[src/rtl/instr_stream_loader.sv]
// Byte-stream loader for instruction memory: parses a length-prefixed, checksummed frame,
// writes big-endian words to program memory and holds the CPU in reset until a verified load.
module instr_stream_loader #(
    parameter int unsigned ADDR_W = 8
) (
    input  logic              CLK,
    input  logic              RST,
    input  logic              Start,
    input  logic [7:0]        Byte_In,
    input  logic              Byte_Valid,
    output logic              Byte_Ready,
    output logic [31:0]       W_Ins,
    output logic              WE,
    output logic [ADDR_W-1:0] W_Addr,
    output logic              CPU_RST,
    output logic              Done,
    output logic              Err,
    output logic [ADDR_W:0]   Count
);

    localparam logic [32:0] MaxWords = 33'd1 << ADDR_W;

    typedef enum logic [2:0] {
        StIdle,
        StLen,
        StLoad,
        StWrite,
        StChk,
        StDone,
        StErr
    } state_e;

    state_e            state_q;
    logic [31:0]       len_q;
    logic [23:0]       word_q;
    logic [7:0]        acc_q;
    logic [1:0]        idx_q;
    logic [31:0]       w_ins_q;
    logic [ADDR_W-1:0] w_addr_q;
    logic [ADDR_W:0]   count_q;
    logic              cpu_rst_q;
    logic              done_q;
    logic              err_q;

    logic              accept;
    logic [31:0]       len_nxt;
    logic [ADDR_W:0]   count_nxt;

    // Ready and write strobe are pure decodes of the state register, so they change only on edges.
    assign Byte_Ready = (state_q == StLen) || (state_q == StLoad) || (state_q == StChk);
    assign WE         = (state_q == StWrite);
    assign accept     = Byte_Valid && Byte_Ready;
    assign len_nxt    = {len_q[23:0], Byte_In};
    assign count_nxt  = count_q + 1'b1;

    assign W_Ins   = w_ins_q;
    assign W_Addr  = w_addr_q;
    assign Count   = count_q;
    assign CPU_RST = cpu_rst_q;
    assign Done    = done_q;
    assign Err     = err_q;

    always_ff @(posedge CLK or negedge RST) begin
        if (!RST) begin
            state_q   <= StIdle;
            len_q     <= '0;
            word_q    <= '0;
            acc_q     <= '0;
            idx_q     <= '0;
            w_ins_q   <= '0;
            w_addr_q  <= '0;
            count_q   <= '0;
            cpu_rst_q <= 1'b1;
            done_q    <= 1'b0;
            err_q     <= 1'b0;
        end else begin
            unique case (state_q)
                StIdle, StDone, StErr: begin
                    if (Start) begin
                        state_q   <= StLen;
                        len_q     <= '0;
                        acc_q     <= '0;
                        idx_q     <= '0;
                        w_addr_q  <= '0;
                        count_q   <= '0;
                        cpu_rst_q <= 1'b1;
                        done_q    <= 1'b0;
                        err_q     <= 1'b0;
                    end
                end
                StLen: begin
                    if (accept) begin
                        len_q <= len_nxt;
                        idx_q <= idx_q + 2'd1;
                        if (idx_q == 2'd3) begin
                            if ({1'b0, len_nxt} > MaxWords) begin
                                state_q <= StErr;
                                err_q   <= 1'b1;
                            end else if (len_nxt == '0) begin
                                state_q <= StChk;
                            end else begin
                                state_q <= StLoad;
                            end
                        end
                    end
                end
                StLoad: begin
                    if (accept) begin
                        word_q <= {word_q[15:0], Byte_In};
                        acc_q  <= acc_q + Byte_In;
                        idx_q  <= idx_q + 2'd1;
                        // W_Ins only changes once a full word exists, so memory never sees a partial.
                        if (idx_q == 2'd3) begin
                            w_ins_q <= {word_q, Byte_In};
                            state_q <= StWrite;
                        end
                    end
                end
                StWrite: begin
                    w_addr_q <= w_addr_q + 1'b1;
                    count_q  <= count_nxt;
                    state_q  <= (32'(count_nxt) == len_q) ? StChk : StLoad;
                end
                StChk: begin
                    if (accept) begin
                        if (Byte_In == acc_q) begin
                            state_q   <= StDone;
                            done_q    <= 1'b1;
                            cpu_rst_q <= 1'b0;
                        end else begin
                            state_q <= StErr;
                            err_q   <= 1'b1;
                        end
                    end
                end
                default: state_q <= StIdle;
            endcase
        end
    end

endmodule

[config.mk]
export PLATFORM = sky130hd
export DESIGN_NAME = instr_stream_loader
export DESIGN_NICKNAME = d
export VERILOG_FILES = /design/src/rtl/instr_stream_loader.sv
export SDC_FILE = /design/constraint.sdc
export NUM_CORES = 1
export LEC_CHECK = 0
export CORE_ASPECT_RATIO = 0.5
export CORE_MARGIN = 2
export CORE_UTILIZATION = 35
export CTS_CLUSTER_DIAMETER = 150
export DETAILED_ROUTE_END_ITERATION = 6
export HOLD_SLACK_MARGIN = 0.03
export PLACE_DENSITY = 0.66
export SLEW_MARGIN = 20
export SYNTH_ARGS = -nofsm -noshare
export SYNTH_HDL_FRONTEND = slang
export SYNTH_SLANG_ARGS = --single-unit
[constraint.sdc]
create_clock -name CLK -period 2.1 [get_ports CLK]
set_clock_uncertainty 0.1 [all_clocks]
set_input_delay 0.315 -clock CLK [delete_from_list [all_inputs] [get_ports CLK]]
set_output_delay 0.315 -clock CLK [all_outputs]
set_load 0.1 [all_outputs]
Word level (Yosys, flattened, before mapping)
Cells that the tools add are included.

word-level totals
  memories = 0
  latch bits = 0
  logic and storage cells = 94
  bits in read-only memories = 0
  bits of input ports = 12
  bits in writable memories = 0
  register bits = 121

operators by class
  add/subtract/negate cells = 4
  bitwise operators = 0
  equality and inequality tests = 19
  muxes and demuxes = 37
  divide/modulo/power cells = 0
  $mul = 0
  reduce and logical (&&, ||, !) cells = 22
  shift-type cells = 0
  magnitude comparators = 1

operators with widths
  operator                                                                          count
  32-bit two-way mux                                                                2
  32-bit one-hot mux with 2 select lines                                            1
  9-bit by 32-bit equality test with 1-bit output                                   1
  32-bit by 9-bit greater-than comparator with 1-bit output, second input constant  1
  32-bit zero test                                                                  1
  8-bit one-hot mux with 2 select lines                                             2
  3-bit two-way mux                                                                 9
  9-bit one-hot mux with 2 select lines                                             1
  8-bit two-way mux                                                                 2
  3-bit one-hot mux with 5 select lines                                             1
  3-bit AND reduction                                                               4
  1-bit two-way mux                                                                 11
  2-bit by 1-bit != test with 1-bit output, second input constant                   5
  2-bit != test, second input constant                                              5
  2-bit nonzero test                                                                5
  9-bit by 1-bit adder with 9-bit output, second input constant                     1
  3-bit equality test, second input constant                                        3
  9-bit two-way mux                                                                 1
  8-bit by 1-bit adder with 8-bit output, second input constant                     1
  8-bit adder                                                                       1
  8-bit equality test                                                               1
  7-bit AND reduction                                                               1
  3-bit by 2-bit equality test with 1-bit output, second input constant             2
  2-bit two-way mux                                                                 3
  other kinds (15)                                                                  18

Logic depth before layout (Yosys ltp)
Gate-level depths: netlist (run 1).

  depth in word-level cells = 6
  mapped depth = 9
  gate-level depth less buffers = 8

Worst setup path before layout (run 1)
No wires, ideal clock.

  path type = register to output
  start = reg state_q[2]
  end = out Byte_Ready
  stages on the path, launching flop included = 4
  arrival time = 2735 ps
  path slack = -1050 ps
  data required time = 1685 ps
  cell sequence = dfrtp_1 > buf_2 > xnor2_1 > o21ai_0

between the ends
  word-level cells in the longest chain between the ends = 3
  elaborated cells on any way between the ends = 5
  classes of those cells = eq/ne (3); reduce/logical (2)

RTL lines
  element                                                                                                           RTL line  source
  start: declaration                                                                                                33        state_e state_q;
  start signal: assignment                                                                                          65        state_q <= StIdle;
  start signal: assignment                                                                                          80        state_q <= StLen;
  start signal: assignment                                                                                          97        state_q <= StErr;
  3-bit by 1-bit equality test with 1-bit output or 3-bit by 2-bit equality test with 1-bit output (tied branches)  50        assign Byte_Ready = (state_q == StLen) || (state_q == StLoad) || (state_q == StChk);
  1-bit logical OR                                                                                                  50
  1-bit logical OR (*)                                                                                              50
  end: declaration                                                                                                  11        output logic Byte_Ready,

Mark *: on every way between the ends. The rest lies on a longest branch, timed or not.

Worst setup path in the final report (run 1)
  start = reg count_q[0], in the netlist Count[0]
  end = reg state_q[2]

between the ends
  word-level cells in the longest chain between the ends = 4

RTL lines
  element                                          RTL line  source
  start: declaration                               40        logic [ADDR_W:0] count_q;
  start signal: assignment                         121       count_q <= count_nxt;
  9-bit by 1-bit adder with 9-bit output           54        assign count_nxt = count_q + 1'b1;
  9-bit by 32-bit equality test with 1-bit output  122       state_q <= (32'(count_nxt) == len_q) ? StChk : StLoad;
  3-bit two-way mux                                122
  3-bit one-hot mux with 5 select lines            77        unique case (state_q)
  end signal: assignment                           80
  end signal: assignment                           122
  end signal: assignment                           127       state_q <= StDone;

No other way between the ends.
A chain may end at the register's enable or synchronous reset.

==> results of run 1 <==
final timing paths:
kind / from / endpoint / depth (start not counted)
hold / removal: RST / W_Ins[4] / 2
min in group CLK: Byte_In[5] / len_q[5] / 4
setup / recovery: Count[0] / state_q[2] / 6
setup reg to reg: Count[0] / state_q[2] / 6
max in group asynchronous: RST / W_Ins[2] / 3
hold reg to reg: len_q[30] / len_q[30] / 2
power breakdown:
part           internal, W  switching, W  total (W)
sequential         0.00305      0.000622    0.00367
combinational      0.00209       0.00392    0.00601
clock              0.00180       0.00120    0.00300
cell families (layout without fill, tap and decap cells):
| kind of cell | Yosys count | count (layout) | share of synthesized area, % |
|---|---|---|---|
| compound gates | 80 | 80 | 8.81 |
| xor+xnor | 19 | 19 | 2.94 |
| fa+ha+maj | 11 | 11 | 2.56 |
| buf+inv | 36 | 170 | 2.89 |
| flops | 121 | 121 | 53.5 |
| mux | 57 | 57 | 11.3 |
| simple gates | 216 | 216 | 18.0 |
worst register-to-register path: stages (launching register included):
cell and delay [ns]:
dfrtp_4 0.51, ha_4 0.29, xnor2_2 0.10, nand4_1 0.10, or3_4 0.41, or4_1 0.40, o21ai_1 0.12
cells in the final DEF (no fill, tap or decap), types with 3 or more instances in the layout:
master	instances
a21o_1	3
a21oi_1	11
a31oi_1	5
and2_1	3
buf_12	9
buf_4	108
clkbuf_16	17
clkdlybuf4s50_1	8
dfrtp_1	109
dfrtp_2	7
dfrtp_4	4
ha_1	5
ha_4	5
inv_1	7
inv_6	7
inv_8	3
mux2_1	8
mux2_2	48
nand2_1	100
nand2b_1	3
nand3_1	39
nand4_1	8
nor2_1	18
nor2_2	3
nor2b_1	3
nor3_1	3
nor4_1	10
o211ai_1	3
o21ai_0	28
o21ai_1	3
o31ai_1	3
xnor2_1	12
xor2_1	6
state kept, by name, summed over array words and instances (netlist names):
name and cells:
W_Ins 32, len_q 32, word_q 24, Count 9
W_Addr 8, acc_q 8, state_q 3, idx_q 2
CPU_RST 1, Done 1, Err 1
stage by stage:
step | setup TNS (ns) | instance area (um2)
after floorplan | -0.182 | 5710
after global placement | -2.58 | 6890
after detailed placement | -2.86 | 6890
after global routing | -0.0751 | 7730
final | 0 | 7730
after CTS | 0 | 7550
timing repair:
| action | CTS | global route |
|---|---|---|
| pin swaps | 6 | 10 |
| resized for setup | 10 | 23 |
| hold buffers | 1 | 0 |
| hold endpoints to repair | 120 | 0 |
| setup buffers | 3 | 6 |
| endpoints found under the setup margin | 6 | 10 |
final cells by class:
| cell class | count | area share, % |
|---|---|---|
| clock inverter | 15 | 2.26 |
| clock buffer | 17 | 5.50 |
| timing repair buffer | 130 | 14.5 |
| sequential | 121 | 39.5 |
| inverter | 8 | 0.388 |
| tap | 204 | 3.30 |
| multi-input combinational | 383 | 34.5 |
metal layers:
layer	wire [um]	part of all wire (%)
met1	6710	50
met2	6020	45
met3	630	4.7
met4	160	1.2
met5	0	0
==> results.yml, run 1 <==
outcome:
  status: "finished clean"
floorplan:
  io_pins: 66
  start_util_pct: 36.3
  die_x_um: 184
  placementRows: 32
  fp.dieH_um: 94.0
  die_area_um2: 17300
  core_area_um2: 15600
detailed_routing:
  finalWirelength_um: 13500
  first_iter_violations: 301
  via_per_inst: 5.11
  num_vias: 4485
  drc: 0
  wire_per_inst_um: 15.4
  ant_nets: 0
  first_pass_iters: 4
placement:
  dp_cells: 836
  gp_congestion: 0.851
  dp_slack_ns: -0.430
  post-dp-hpwl_um: 8950
  io_buffers: 65
min_path:
  hold_path_class: "in2async"
synthesis:
  ys.flop_type: "dfrtp_1"
  yosysSeqAreaShare_pct: 53.5
  synth_top_area_share_pct: 53.0
  syn_inst: 540
  synth_edf_count: 0
  synth_area_leader_cell: "dfrtp_1"
  yosys.cell_count.top_type: "dfrtp_1"
  synth_area_per_cell_um2: 10.5
  async_reset_ff_share_pct: 100
  ys_top_cells_by_count: "dfrtp_1 (120), nand2_1 (100), mux2_2 (48)"
  synth_cell_types: 58
  syn_area_um2: 5670
  ys_ff_latch: 121
  synthTopCellsByArea: "dfrtp_1 (53%), mux2_2 (9.5%), nand2_1 (6.6%), nand3_1 (3.6%), o21ai_0 (2.7%)"
  ys_warn_count: 0
  syn_nets: 563
sta:
  timing.fmax_mhz: 477
  finalHoldViolations: 0
  slew_headroom_pct: 65.1
  tightestPinTransition_ns: 0.521
  min_period_ns: 2.10
  maxSlewViolCount: 0
  holdWs_ns: 0.189
  setup_viol: 0
  setup_ws_ns: 0.00415
  fin_crit_sh_pct: 99.8
  rsz0062_at_grt: "true"
pwr:
  peakVddDrop_uv: 815
  finalPower_w: 0.0127
  power_per_cell_area_nw_per_um2: 1640
  p_leak_nw: 3.73
setup_path:
  r2r_slack_ns: 0.004
  start_kind: "flop"
  slowest_stage: "dfrtp_4"
  endpoint_kind: "flop"
  slowest_delay_ns: 0.51
  crit_path_max_fanout: 4
  crit_chain: "ha_4 -> xnor2_2 -> nand4_1 -> or3_4 -> or4_1 -> o21ai_1"
  path_class: "reg2reg"
  path_buf_inv: 0
  critical_path_arrival_ns: 2.33
  cp.required_ns: 2.33
  cp_top_family: "simple AND/OR/NAND/NOR gates"
flow_run:
  cap_violations: 0
clocking:
  htree_num_levels: 4
  cts_buffer_depth: 2
  cts_tree: "built"
  clk_pin_slew_ns: 0.06
  root_buffer: "clkbuf_16"
  clkSinkCount: 121
  worstSkewPairLatency_ns: 0.41
  numCtsBuffers: 17
global_route:
  grt_max_degree: 54
  grt_pass1_vias: 4386
  use_met3_pct: 3.95
  grt-ovfl-total: 0
  grt.total_usage_pct: 16.3
  grt_util_met1_pct: 22.9
  grtUsageMet2_pct: 24.5
  grt_antenna_before_repair: 0
  grt_pass1_wl_um: 22000
  busiest_layer: "met2"
finish:
  utilization_pct: 49.5
  nets: 684
  nFillCells: 1396
  stdcell_count: 878
  area.sequential_um2: 3050
  syn_to_final_growth_pct: 36.5
  multi_input_area_um2: 2670
  n_antenna_cell: 0
  layout-drive-gt1-share_pct: 36.5
Power figures use the tool's default switching activity.
==> inputs of run 2 (changes only) <==
--- a/config.mk
+++ b/config.mk
@@ -8,10 +8,12 @@
 export CORE_ASPECT_RATIO = 0.5
 export CORE_MARGIN = 2
 export CORE_UTILIZATION = 35
+export CTS_BUF_LIST = sky130_fd_sc_hd__clkbuf_4
 export CTS_CLUSTER_DIAMETER = 150
 export DETAILED_ROUTE_END_ITERATION = 6
 export HOLD_SLACK_MARGIN = 0.03
 export PLACE_DENSITY = 0.66
+export SETUP_SLACK_MARGIN = 0.15
 export SLEW_MARGIN = 20
 export SYNTH_ARGS = -nofsm -noshare
 export SYNTH_HDL_FRONTEND = slang
==> constraint.sdc (replaced) <==
create_clock -name CLK -period 1.9 [get_ports CLK]
set_clock_uncertainty 0.1 [all_clocks]
set_input_delay 0.285 -clock CLK [delete_from_list [all_inputs] [get_ports CLK]]
set_output_delay 0.285 -clock CLK [all_outputs]
set_load 0.1 [all_outputs]
==> results.yml, run 2 (synthesis results as in run 1) <==
floorplan:
  die_x_um: 184
  start_util_pct: 36.3
  core_area_um2: 15600
  die_area_um2: 17300
  fp.dieH_um: 94.0
  placementRows: 32
  io_pins: 66
clocking:
  numCtsBuffers: 17
  worstSkewPairLatency_ns: 0.54
  htree_num_levels: 4
  cts_tree: "built"
  clkSinkCount: 121
  root_buffer: "clkbuf_4"
  cts_buffer_depth: 2
  clk_pin_slew_ns: 0.12
placement:
  io_buffers: 65
  gp_congestion: 0.870
  post-dp-hpwl_um: 9780
sta:
  finalHoldViolations: 0
  maxSlewViolCount: 0
  fin_crit_sh_pct: 115
  slew_headroom_pct: 70.2
  holdWs_ns: 0.122
  rsz0062_at_grt: "true"
  setup_viol: 115
  min_period_ns: 2.18
  tightestPinTransition_ns: 0.447
  setup_ws_ns: -0.277
  timing.fmax_mhz: 459
global_route:
  grt_antenna_before_repair: 0
  grt_pass1_vias: 5141
  grt.total_usage_pct: 20.7
  grt_max_degree: 40
  grt_pass1_wl_um: 27600
  grt-ovfl-total: 0
finish:
  n_antenna_cell: 0
  nFillCells: 1115
  mostFrequentLayoutCell: "buf_4"
  nets: 776
  layout-drive-gt1-share_pct: 61.3
  syn_to_final_growth_pct: 72.9
  utilization_pct: 62.7
  layout_common_cells: "buf_4 (106), dfrtp_1 (104), nand2_1 (54)"
detailed_routing:
  via_per_inst: 5.37
  drc: 0
  num_vias: 5199
  first_iter_violations: 422
  first_pass_iters: 4
  wire_per_inst_um: 19.2
  finalWirelength_um: 18600
  ant_nets: 0
outcome:
  violations: "setup timing"
  status: "complete, but fails checks"
min_path:
  hold_path_class: "in2async"
pwr:
  p_leak_nw: 4.51
  power_per_cell_area_nw_per_um2: 1590
  peakVddDrop_uv: 1110
setup_path:
  crit_chain: "ha_4 -> nor4_4 -> nand3_2 -> a311oi_2 -> o32a_1 -> a21oi_1 -> o21a_1"
  critical_path_arrival_ns: 2.52
  cp.required_ns: 2.24
  slowest_delay_ns: 0.44
  slowest_stage: "dfrtp_1"
  start_kind: "flop"
  endpoint_kind: "flop"
  path_class: "reg2reg"
  crit_path_max_fanout: 3
flow_run:
  cap_violations: 0
-- run 2: changes by cell type in the layout (fill, tap and decap cells not counted), sizes merged --
cell	change
bufinv	-1
clkbuf	+2
and2	+1
clkinvlp	+1
inv	-7
dlygate4sd2	-1
clkdlybuf4s50	+2
dlymetal6s2s	-1
buf	+90
clkinv	+5
-- run 2: per-stage QoR --
| stage | setup TNS, ns | instances | setup slack [ns] | power (W) | cell area, um2 |
|---|---|---|---|---|---|
| 6_report | -15.17 | 969 | -0.277 | 0.0156 | 9790 |
| 2_1_floorplan | -0.586 | 540 | -0.317 | 0.00877 | 5830 |
| 5_1_grt | -18.17 | 969 | -0.377 | 0.0162 | 9790 |
| 3_5_place_dp | -14.12 | 869 | -0.657 | 0.0113 | 7630 |
| 3_3_place_gp | -14.12 | 869 | -0.593 | 0.0111 | 7630 |
| 4_1_cts | -7.76 | 946 | -0.238 | 0.0146 | 9170 |
-- run 2: worst max-delay path, delay by kind of cell (launching register included) --
family	cells	cell delay [ns]
adder cells (fa/ha/maj)	1	0.24
flip-flops	1	0.44
AND/OR/NAND/NOR	2	0.45
AO/OA/AOI/OAI	4	0.85
-- run 2: path summary, 6_finish.rpt --
| path | start | to | slack (ns) | cells past startpoint |
|---|---|---|---|---|
| min in group CLK | len_q[25] | len_q[25] | 0.39 | 2 |
| max reg2reg | acc_q[0] | Err | -0.28 | 7 |
| max in group asynchronous | RST | W_Ins[7] | 0.91 | 3 |
| min reg2reg | len_q[25] | len_q[25] | 0.39 | 2 |
| max | acc_q[0] | Err | -0.28 | 7 |
| min | RST | W_Ins[1] | 0.12 | 2 |
-- run 2: final cells by class --
cell class	instances	area [um2]	share of cell area (%)
clock inverters	13	123	1.25
multi-input cells	384	3510	35.8
inverters	8	37.5	0.383
well taps	204	255	2.61
flip-flops and latches	121	3060	31.2
clock buffers	18	135	1.38
repair buffers	221	2680	27.3
-- run 2: repair_timing --
item                       CTS  global route
resized for setup          185           100
hold endpoints to repair   115             0
setup endpoints to repair  118           127
gates cloned                12             1
buffers inserted            34            22
pin swaps                  103            58
hold buffers                 1             0
-- run 2: power breakdown --
group,switching (W),total [W],leakage (nW),internal [W]
logic,0.00531,0.00957,2.81,0.00426
registers,0.000839,0.00421,1.57,0.00337
clock network,0.00111,0.00177,0.133,0.000667
-- run 2: metal layers --
metal  global-route usage, %  vias up  wire length, um
met3                    4.77       48             1080
met2                    33.1      172             8880
li1                        -     2354                -
met4                    6.93        0              480
met5                       0        -                0
met1                    27.9     2625             8210
==> inputs of run 3 (changes only) <==
--- a/config.mk
+++ b/config.mk
@@ -6,7 +6,6 @@
 export NUM_CORES = 1
 export LEC_CHECK = 0
 export CORE_ASPECT_RATIO = 0.5
-export CORE_MARGIN = 2
 export CORE_UTILIZATION = 35
 export CTS_BUF_LIST = sky130_fd_sc_hd__clkbuf_4
 export CTS_CLUSTER_DIAMETER = 150
==> results.yml, run 3 (synthesis results as in run 1) <==
outcome:
  status: "complete, but fails checks"
  violations: "setup timing"
setup_path:
  start_kind: "flop"
  r2r_end: "state_q[2]"
  crit_start: "Count[1]"
  r2r-start: "Count[1]"
  crit_chain: "buf_4 -> and3_4 -> xnor2_1 -> or3_4 -> or4_4 -> o21ai_2"
  crit_path_max_fanout: 3
  slowest_delay_ns: 0.55
  cp.required_ns: 2.27
  path_class: "reg2reg"
  endpoint_kind: "flop"
  slowest_stage: "or4_4"
  critical_path_arrival_ns: 2.57
  r2r_cells: 6
  r2r_slack_ns: -0.30
sta:
  fin_crit_sh_pct: 116
  rsz0062_at_grt: "true"
  timing.fmax_mhz: 455
  holdWs_ns: 0.150
  min_period_ns: 2.20
  setup_ws_ns: -0.300
  setup_viol: 59
  slew_headroom_pct: 67.1
  tightestPinTransition_ns: 0.494
  maxSlewViolCount: 0
  tns_ns: -2.46
  finalHoldViolations: 0
global_route:
  grt.total_usage_pct: 18.2
  grt_pass1_vias: 4650
  grt_pass1_wl_um: 23900
  grt_antenna_before_repair: 0
  grt_max_degree: 35
  grt-ovfl-total: 0
detailed_routing:
  via_per_inst: 5.14
  first_pass_iters: 4
  drc: 0
  finalWirelength_um: 16600
  num_vias: 4877
  first_iter_violations: 290
  wire_per_inst_um: 17.5
  ant_nets: 0
pwr:
  p_leak_nw: 4.28
  peakVddDrop_uv: 998
  power_per_cell_area_nw_per_um2: 1600
placement:
  gp_congestion: 0.861
  post-dp-hpwl_um: 9720
  io_buffers: 65
finish:
  n_antenna_cell: 0
  area.sequential_um2: 3060
  nFillCells: 1234
  syn_to_final_growth_pct: 60.5
  nets: 754
  layout_common_cells: "buf_4 (118), dfrtp_1 (104), nand2_1 (68)"
  multi_input_area_um2: 3270
  layout-drive-gt1-share_pct: 56.3
  mostFrequentLayoutCell: "buf_4"
clocking:
  htree_num_levels: 4
  cts_buffer_depth: 2
  cts_tree: "built"
  clkSinkCount: 121
  worstSkewPairLatency_ns: 0.53
  root_buffer: "clkbuf_4"
  numCtsBuffers: 17
  clk_pin_slew_ns: 0.13
floorplan:
  placementRows: 32
  start_util_pct: 36.3
  io_pins: 66
  die_area_um2: 16700
  fp.dieH_um: 92.0
  core_area_um2: 15600
  die_x_um: 182
min_path:
  hold_path_class: "in2async"
flow_run:
  cap_violations: 0
-- run 3: changes by cell type in the layout (fill, tap and decap cells not counted), moves of 3 or more --
cell / before / now
buf_12: 48 / 38
buf_16: 10 / 2
buf_4: 106 / 118
buf_6: 44 / 24
clkbuf_16: 1 / 6
nand2_1: 54 / 68
nand2_2: 33 / 21
nand3_1: 2 / 11
nand3_4: 10 / 2
nor2_2: 2 / 5
nor2_4: 5 / 1
o21ai_0: 4 / 8
o21ai_1: 18 / 15
-- run 3: cell type report --
| class | instances | area share, % |
|---|---|---|
| inverters | 8 | 0.413 |
| multi-input cells | 384 | 35.9 |
| clock buffers | 17 | 1.40 |
| repair buffers | 199 | 24.5 |
| clock inverters | 15 | 1.25 |
| well taps | 204 | 2.81 |
| flip-flops and latches | 121 | 33.6 |
-- run 3: worst max-delay path by stage --
stage,to,slack [ns],cells past startpoint
final,state_q[2],-0.30,6
after CTS,Byte_Ready,-0.25,5
after global routing,state_q[2],-0.35,6
after global placement,Err,-0.54,8
after detailed placement,Err,-0.53,8
after floorplan,state_q[2],-0.32,6
-- run 3: metal layers --
metal	vias to the layer above	wire length (um)	GRT usage [%]	share of wire, %
met3	24	816	3.77	4.9
met5	-	0	0	0
met4	0	226	4.41	1.4
li1	2303	-	-	-
met1	2436	7490	25.0	45
met2	114	8020	29.4	48
-- run 3: through the flow --
step | total power, W | setup slack, ns | cell area [um2] | utilization (%) | std cells
6_report | 0.0145 | -0.300 | 9090 | 58.2 | 948
5_1_grt | 0.0153 | -0.348 | 9090 | 58.2 | 948
4_1_cts | 0.0134 | -0.250 | 8230 | 52.7 | 921
3_5_place_dp | 0.0112 | -0.531 | 7610 | 48.8 | 874
3_3_place_gp | 0.0111 | -0.544 | 7610 | 48.8 | 874
2_1_floorplan | 0.00877 | -0.317 | 5830 | - | 540
-- run 3: worst max-delay path, delay by kind of cell (launching register included) --
kind            cells  cell delay (ns)
simple gates        3             1.10
flops               1             0.53
buf+inv             1             0.15
xor+xnor            1             0.13
compound gates      1             0.12
-- run 3: timing repair --
| action | CTS | global route |
|---|---|---|
| buffers inserted | 11 | 18 |
| endpoints found under the setup margin | 73 | 119 |
| endpoints found under the hold margin | 91 | 0 |
| resized for setup | 53 | 151 |
| hold buffers | 1 | 0 |
| pin swaps | 17 | 98 |
| cloned | 3 | 9 |
-- run 3: report_power, final --
part / internal [W] / total [W] / switching, W
sequential: 0.00337 / 0.00417 / 0.000805
combinational: 0.00374 / 0.00873 / 0.00499
clock: 0.000539 / 0.00165 / 0.00111
total: 0.00764 / 0.0145 / 0.00691
